**src/rtl/decode_queue_if.sv**
```systemverilog
// Fetcher-side and dispatcher-side handshake bundle for decode_queue.
// The slave modport is the queue's view; master is the fetcher/dispatcher environment.
interface decode_queue_if #(
    parameter int OP_WIDTH = 7
);
    logic                inst_valid_in;
    logic                inst_ready_out;
    logic [31:0]         inst_in;
    logic [31:0]         pc_in;
    logic                out_valid;
    logic                out_ready;
    logic [OP_WIDTH-1:0] out_op_type;
    logic [5:0]          out_rd;
    logic [5:0]          out_rs1;
    logic [5:0]          out_rs2;
    logic [31:0]         out_imm;
    logic [31:0]         out_pc;
    logic                out_illegal;

    modport slave (
        input  inst_valid_in, inst_in, pc_in, out_ready,
        output inst_ready_out, out_valid, out_op_type, out_rd, out_rs1, out_rs2,
               out_imm, out_pc, out_illegal
    );

    modport master (
        output inst_valid_in, inst_in, pc_in, out_ready,
        input  inst_ready_out, out_valid, out_op_type, out_rd, out_rs1, out_rs2,
               out_imm, out_pc, out_illegal
    );
endinterface

```
**src/rtl/decode_queue.sv**
```systemverilog
// RV32I decoder feeding a 2^DEPTH_WIDTH entry FIFO drained by the dispatcher.
// DECODE_ILLEGAL_EN: enqueue unrecognised encodings flagged illegal instead of dropping them.
module decode_queue #(
    parameter int DEPTH_WIDTH = 2,
    parameter int OP_WIDTH    = 7
) (
    input  logic          clk_in,
    input  logic          rst_n_in,
    input  logic          rdy_in,
    input  logic          flush_in,
    decode_queue_if.slave dq
);
    localparam int DEPTH = 1 << DEPTH_WIDTH;
    localparam logic [DEPTH_WIDTH:0] FULL = (DEPTH_WIDTH+1)'(DEPTH);

    typedef struct packed {
        logic [OP_WIDTH-1:0] op;
        logic [5:0]          rd;
        logic [5:0]          rs1;
        logic [5:0]          rs2;
        logic [31:0]         imm;
        logic [31:0]         pc;
        logic                illegal;
    } entry_t;

    entry_t                 mem [DEPTH];
    entry_t                 dec;
    entry_t                 head_e;
    logic [DEPTH_WIDTH-1:0] head, tail;
    logic [DEPTH_WIDTH:0]   count;

    logic [31:0] inst;
    logic [6:0]  opc, f7;
    logic [2:0]  f3;
    logic [4:0]  rd, rs1, rs2;
    logic [31:0] imm_i, imm_s, imm_b, imm_j, imm_u, imm_sh;
    logic [5:0]  op_c;
    logic [31:0] imm_c;
    logic        rd_v, rs1_v, rs2_v, bad;
    logic        accept, store, pop;

    assign inst   = dq.inst_in;
    assign opc    = inst[6:0];
    assign f3     = inst[14:12];
    assign f7     = inst[31:25];
    assign rd     = inst[11:7];
    assign rs1    = inst[19:15];
    assign rs2    = inst[24:20];
    assign imm_i  = {{20{inst[31]}}, inst[31:20]};
    assign imm_s  = {{20{inst[31]}}, inst[31:25], inst[11:7]};
    assign imm_b  = {{19{inst[31]}}, inst[31], inst[7], inst[30:25], inst[11:8], 1'b0};
    assign imm_j  = {{11{inst[31]}}, inst[31], inst[19:12], inst[20], inst[30:21], 1'b0};
    assign imm_u  = {inst[31:12], 12'b0};
    assign imm_sh = {27'b0, inst[24:20]};

    always_comb begin
        op_c  = '0;
        imm_c = '0;
        rd_v  = 1'b0;
        rs1_v = 1'b0;
        rs2_v = 1'b0;
        bad   = 1'b0;
        case (opc)
            7'b0110111: begin op_c = 6'd1; rd_v = 1'b1; imm_c = imm_u; end
            7'b0010111: begin op_c = 6'd2; rd_v = 1'b1; imm_c = imm_u; end
            7'b1101111: begin op_c = 6'd3; rd_v = 1'b1; imm_c = imm_j; end
            7'b1100111: begin
                op_c = 6'd4; rd_v = 1'b1; rs1_v = 1'b1; imm_c = imm_i;
                bad  = (f3 != 3'd0);
            end
            7'b1100011: begin
                rs1_v = 1'b1; rs2_v = 1'b1; imm_c = imm_b;
                case (f3)
                    3'd0: op_c = 6'd5;
                    3'd1: op_c = 6'd6;
                    3'd4: op_c = 6'd7;
                    3'd5: op_c = 6'd8;
                    3'd6: op_c = 6'd9;
                    3'd7: op_c = 6'd10;
                    default: bad = 1'b1;
                endcase
            end
            7'b0000011: begin
                rd_v = 1'b1; rs1_v = 1'b1; imm_c = imm_i;
                case (f3)
                    3'd0: op_c = 6'd11;
                    3'd1: op_c = 6'd12;
                    3'd2: op_c = 6'd13;
                    3'd4: op_c = 6'd14;
                    3'd5: op_c = 6'd15;
                    default: bad = 1'b1;
                endcase
            end
            7'b0100011: begin
                rs1_v = 1'b1; rs2_v = 1'b1; imm_c = imm_s;
                case (f3)
                    3'd0: op_c = 6'd16;
                    3'd1: op_c = 6'd17;
                    3'd2: op_c = 6'd18;
                    default: bad = 1'b1;
                endcase
            end
            7'b0010011: begin
                rd_v = 1'b1; rs1_v = 1'b1; imm_c = imm_i;
                case (f3)
                    3'd0: op_c = 6'd19;
                    3'd2: op_c = 6'd20;
                    3'd3: op_c = 6'd21;
                    3'd4: op_c = 6'd22;
                    3'd6: op_c = 6'd23;
                    3'd7: op_c = 6'd24;
                    3'd1: begin op_c = 6'd25; imm_c = imm_sh; bad = (f7 != 7'd0); end
                    default: begin
                        op_c  = inst[30] ? 6'd27 : 6'd26;
                        imm_c = imm_sh;
                        bad   = (f7 != {1'b0, inst[30], 5'b0});
                    end
                endcase
            end
            7'b0110011: begin
                rd_v = 1'b1; rs1_v = 1'b1; rs2_v = 1'b1;
                // Only add/sub and srl/sra may carry funct7 = 0100000.
                case (f3)
                    3'd0: begin op_c = inst[30] ? 6'd29 : 6'd28; bad = (f7 != {1'b0, inst[30], 5'b0}); end
                    3'd5: begin op_c = inst[30] ? 6'd35 : 6'd34; bad = (f7 != {1'b0, inst[30], 5'b0}); end
                    3'd1: begin op_c = 6'd30; bad = (f7 != 7'd0); end
                    3'd2: begin op_c = 6'd31; bad = (f7 != 7'd0); end
                    3'd3: begin op_c = 6'd32; bad = (f7 != 7'd0); end
                    3'd4: begin op_c = 6'd33; bad = (f7 != 7'd0); end
                    3'd6: begin op_c = 6'd36; bad = (f7 != 7'd0); end
                    default: begin op_c = 6'd37; bad = (f7 != 7'd0); end
                endcase
            end
            default: bad = 1'b1;
        endcase
    end

    always_comb begin
        dec.op  = bad ? '0 : OP_WIDTH'(op_c);
        dec.rd  = (!bad && rd_v && rd != 5'd0) ? {1'b1, rd} : 6'd0;
        dec.rs1 = (!bad && rs1_v) ? {1'b1, rs1} : 6'd0;
        dec.rs2 = (!bad && rs2_v) ? {1'b1, rs2} : 6'd0;
        dec.imm = bad ? 32'd0 : imm_c;
        dec.pc  = dq.pc_in;
`ifdef DECODE_ILLEGAL_EN
        dec.illegal = bad;
`else
        dec.illegal = 1'b0;
`endif
    end

    assign dq.inst_ready_out = rdy_in && !flush_in && (count != FULL);
    assign dq.out_valid      = rdy_in && (count != '0);
    assign accept            = dq.inst_valid_in && dq.inst_ready_out;
    assign pop               = dq.out_valid && dq.out_ready && !flush_in;
`ifdef DECODE_ILLEGAL_EN
    assign store = accept;
`else
    // Illegal encodings complete the handshake but are silently dropped.
    assign store = accept && !bad;
`endif

    always_ff @(posedge clk_in or negedge rst_n_in) begin
        if (!rst_n_in) begin
            head  <= '0;
            tail  <= '0;
            count <= '0;
            for (int i = 0; i < DEPTH; i++) mem[i] <= '0;
        end else if (rdy_in) begin
            if (flush_in) begin
                head  <= '0;
                tail  <= '0;
                count <= '0;
            end else begin
                if (store) begin
                    mem[tail] <= dec;
                    tail      <= tail + 1'b1;
                end
                if (pop) head <= head + 1'b1;
                case ({store, pop})
                    2'b10:   count <= count + 1'b1;
                    2'b01:   count <= count - 1'b1;
                    default: count <= count;
                endcase
            end
        end
    end

    // Empty queue presents all-zero fields regardless of stale storage.
    assign head_e = (count != '0) ? mem[head] : '0;

    assign dq.out_op_type = head_e.op;
    assign dq.out_rd      = head_e.rd;
    assign dq.out_rs1     = head_e.rs1;
    assign dq.out_rs2     = head_e.rs2;
    assign dq.out_imm     = head_e.imm;
    assign dq.out_pc      = head_e.pc;
    assign dq.out_illegal = head_e.illegal;
endmodule

```
**src/flat_wrapper.sv**
```systemverilog
// flat-port wrapper written by rule: the top's interface ports become plain ports
module decode_queue_flat 
#(
    parameter int DEPTH_WIDTH = 2,
    parameter int OP_WIDTH    = 7
)
  (clk_in, rst_n_in, rdy_in, flush_in, dq_inst_valid_in, dq_inst_in, dq_pc_in, dq_out_ready, dq_inst_ready_out, dq_out_valid, dq_out_op_type, dq_out_rd, dq_out_rs1, dq_out_rs2, dq_out_imm, dq_out_pc, dq_out_illegal);
  decode_queue_if #(.OP_WIDTH(OP_WIDTH)) dq_i ();
  input  logic clk_in;
  input  logic rst_n_in;
  input  logic rdy_in;
  input  logic flush_in;
  input wire logic [$bits(dq_i.inst_valid_in)-1:0] dq_inst_valid_in;
  input wire logic [$bits(dq_i.inst_in)-1:0] dq_inst_in;
  input wire logic [$bits(dq_i.pc_in)-1:0] dq_pc_in;
  input wire logic [$bits(dq_i.out_ready)-1:0] dq_out_ready;
  output wire logic [$bits(dq_i.inst_ready_out)-1:0] dq_inst_ready_out;
  output wire logic [$bits(dq_i.out_valid)-1:0] dq_out_valid;
  output wire logic [$bits(dq_i.out_op_type)-1:0] dq_out_op_type;
  output wire logic [$bits(dq_i.out_rd)-1:0] dq_out_rd;
  output wire logic [$bits(dq_i.out_rs1)-1:0] dq_out_rs1;
  output wire logic [$bits(dq_i.out_rs2)-1:0] dq_out_rs2;
  output wire logic [$bits(dq_i.out_imm)-1:0] dq_out_imm;
  output wire logic [$bits(dq_i.out_pc)-1:0] dq_out_pc;
  output wire logic [$bits(dq_i.out_illegal)-1:0] dq_out_illegal;
  assign dq_i.inst_valid_in = dq_inst_valid_in;
  assign dq_i.inst_in = dq_inst_in;
  assign dq_i.pc_in = dq_pc_in;
  assign dq_i.out_ready = dq_out_ready;
  assign dq_inst_ready_out = dq_i.inst_ready_out;
  assign dq_out_valid = dq_i.out_valid;
  assign dq_out_op_type = dq_i.out_op_type;
  assign dq_out_rd = dq_i.out_rd;
  assign dq_out_rs1 = dq_i.out_rs1;
  assign dq_out_rs2 = dq_i.out_rs2;
  assign dq_out_imm = dq_i.out_imm;
  assign dq_out_pc = dq_i.out_pc;
  assign dq_out_illegal = dq_i.out_illegal;
  decode_queue #(.DEPTH_WIDTH(DEPTH_WIDTH), .OP_WIDTH(OP_WIDTH)) u_core (.clk_in(clk_in), .rst_n_in(rst_n_in), .rdy_in(rdy_in), .flush_in(flush_in), .dq(dq_i));
endmodule
```
**config.mk**
```make
export PLATFORM = sky130hd
export DESIGN_NAME = decode_queue_flat
export DESIGN_NICKNAME = d
export VERILOG_FILES = /design/src/rtl/decode_queue_if.sv /design/src/rtl/decode_queue.sv /design/src/flat_wrapper.sv
export SDC_FILE = /design/constraint.sdc
export NUM_CORES = 1
export LEC_CHECK = 0
export BUFFER_PORTS_ARGS = -buffer_cell sky130_fd_sc_hd__buf_2
export CAP_MARGIN = 20
export CORE_MARGIN = 10
export CORE_UTILIZATION = 40
export CTS_BUF_LIST = sky130_fd_sc_hd__clkbuf_4
export DETAILED_ROUTE_END_ITERATION = 7
export HOLD_SLACK_MARGIN = 0.05
export PLACE_DENSITY = 0.69
export SLEW_MARGIN = 20
export SYNTH_ARGS = -nofsm -noshare
export SYNTH_HDL_FRONTEND = slang
export SYNTH_SLANG_ARGS = --single-unit
```
**constraint.sdc**
```tcl
create_clock -name clk_in -period 3.1 [get_ports clk_in]
set_input_delay 0.62 -clock clk_in [delete_from_list [all_inputs] [get_ports clk_in]]
set_output_delay 0.62 -clock clk_in [all_outputs]
set_load 0.02 [all_outputs]
```
==> results.cfg <==
[status]
status = complete, but fails checks
violations = setup timing

[critical_path]
path_cells = buf_4 -> buf_12 -> buf_16 -> mux4_2 -> nor2b_1 -> buf_4
endpoint_kind = primary output
cp-start-kind = register
worst-path-stages = 6
crit_top_cell = buf_4
required_ns = 2.48
reg2regPathDepth = 11
crit_arrival_ns = 2.51
cp_slowest_cell = dfrtp_4
r2r_end = u_core.count[2]
r2r_setup_slack_ns = 0.46
cpPeakStageDelay_ns = 0.51
critical_path.max_fanout = 5
cp_top_family = buffers and inverters
reg2reg_from = u_core.count[0]
crit_type = register to primary output
cp_num_buf_inv = 4

[placed_design]
io_buffers = 159
dpl_worst_slack_ns = -0.02484
gp_congestion = 0.8633
dpl.cell_count = 2097
hpwl_um = 28440

[routing]
num_vias = 12350
drtPass1Iterations = 6
wl_met1_um = 19560
route.detailed.drc = 0
drtAntennaViolNets = 0
routedWlPerCell_um = 19.88
routed.top_layer = met5
wl_met3_um = 3366
drt-total-wl_um = 45720
drtIter0Drc = 971
wl_met2_um = 21690
viasPerCell = 5.372

[logic_synthesis]
synth_seq_area_share_pct = 53.19
synthArstFlopShare_pct = 100.0
avgSynthCellArea_um2 = 11.60
synth_edf_count = 0
synth_area_leaders = dfrtp_1 53%, mux4_2 12%, mux2_2 9.9%
synth_top_cell_by_area = dfrtp_1
synth_top_area_share_pct = 53.19
yosysWarnings = 0
ys.flop_type = dfrtp_1
ys_ff_latch = 359
synth_area_um2 = 16890
synth_cell_types = 55
syn_inst = 1456

[final_layout]
num-fill-cells = 3752
final_cells = 2299
layout_common_cells = 357 x dfrtp_1, 261 x nand2_1, 209 x o21ai_0
regArea_um2 = 8991
drive_gt1_share_pct = 36.49
fin_nets = 1777
multiInputGateArea_um2 = 7528
fin_util_pct = 49.37
syn2layout_area_growth_pct = 22.34
mostFrequentLayoutCell = dfrtp_1

[floorplanning]
die_x_um = 225.5
die_area_um2 = 50840
core_um2 = 41850
initial_utilization_pct = 40.35
die_h_um = 225.5
rows = 75
pin_count = 162

[timing]
whs_ns = 0.1473
timing.slew.headroom_pct = 54.24
skew_ns = 0.03808
layout_setup_ws_ns = -0.03259
max_freq_mhz = 319.2
hold_viol_final = 0
period_minus_slack_ns = 3.133
fin_setup_tns_ns = -0.4521
finalCritPeriodShare_pct = 101.1
worst_slew_pin_slew_ns = 0.6864
finalSetupViolations = 30
rsz0062_at_grt = yes
report.final.slew_viol_count = 0

[clock_tree]
cts_tree = built
cts.clk_slew.worst_paths_ns = 0.06
clk_latency_ns = 0.84
clockRootBuffer = clkbuf_4
cts.sinks = 359
cts_buffers = 93
clock_path_buffers = 3
cts.htree.levels = 3

[min_path]
worstHoldPathType = input port to register
hold_end = u_core.mem[162]
holdCritStartpoint = dq_inst_in[16]
whs_path_depth = 3

[global_route]
grt_pass1_vias = 13120
grt_start_max_net_pins = 110
antenna_found_initial = 12
grt_pass1_wl_um = 73100
grtUsageTotal_pct = 18.30
overflow = 0

[pwr]
vdd_drop_max_uv = 454.9
p_leak_nw = 9.495
power.density_nw_per_um2 = 578.9

[job]
drv_cap = 0
where the power goes:
group          switching [mW]  total (mW)  internal, mW
clock network            1.91        3.90          1.99
logic                    1.66        3.08          1.42
registers               0.117        4.98          4.86
final cells by class:
type | count | share of cell area [%]
multi-input combinational | 973 | 36.44
clock inverter | 17 | 0.5087
inverter | 11 | 0.1998
antenna | 6 | 0.07267
timing repair buffer | 264 | 11.28
clock buffer | 130 | 4.723
sequential | 359 | 43.51
tap | 539 | 3.264
timing repair:
item	4_1_cts	5_1_grt
setup endpoints to repair	81	88
pin swaps	0	0
hold buffers	33	0
endpoints found under the hold margin	205	0
buffers inserted	9	1
gates cloned	7	2
gates resized for setup	71	35
synth_stat cells (all sizes together) (2+ instances only):
master and number:
a21oi 25, mux2 151, a211oi 5, nand3 4, o31ai 3, a32oi 2, inv 11, mux4 88
or2 6, o21ai 215, dfrtp 359, a31oi 4, buf 39, clkbuf 75, nor2b 101, or3 2
ha 5, xnor2 3, o22ai 9, and3 3, mux2i 3, nand2b 9, a22oi 4, nor3 7
a21o 13, or4 3, nor2 25, nand2 265
worst min-delay path, cell delays in order:
cell     delay, ns
buf_2         0.12
nand2_1       0.10
o21ai_0       0.08
kinds of logic after synthesis:
| logic type | synth area share (%) |
|---|---|
| and+or+nand+nor | 11.74 |
| other | 0.02220 |
| AOI/OAI and AO/OA | 9.401 |
| buffers and inverters | 3.134 |
| xor gates and xnor gates | 0.1556 |
| muxes | 21.98 |
| DFF | 53.19 |
| adders and majority gates | 0.3704 |
worst max-delay path by stage:
stage / start / slack [ns] / to
after floorplan: dq_inst_in[6] / 0.07 / u_core.count[2]
after global placement: dq_inst_in[25] / 0.01 / u_core.count[2]
after detailed placement: dq_inst_in[25] / -0.02 / u_core.mem[303]
after CTS: u_core.head[0] / -0.11 / dq_out_pc[4]
after global routing: u_core.head[0] / -0.17 / dq_out_op_type[2]
final: u_core.head[0] / -0.03 / dq_out_imm[6]
metal layers:
layer  up-vias  GRT usage (%)
met2       400          29.34
met4        10          6.340
met3        88          6.064
met5         -              0
met1      6195          22.78
li1       5657              -
registers in the layout, indices dropped and copies added, names as in the netlist:
register / count
u_core.mem: 352
u_core.head: 2
u_core.tail: 2
u_core.count: 3
metrics by stage:
stage | power, mW | cell area, um^2
after global routing | 12.61 | 20660
after CTS | 12.05 | 20520
after floorplan | 6.540 | 16910
after detailed placement | 7.450 | 18600
final | 11.96 | 20660
after global placement | 7.414 | 18600
No activity file was read; power rests on OpenSTA's default activity.
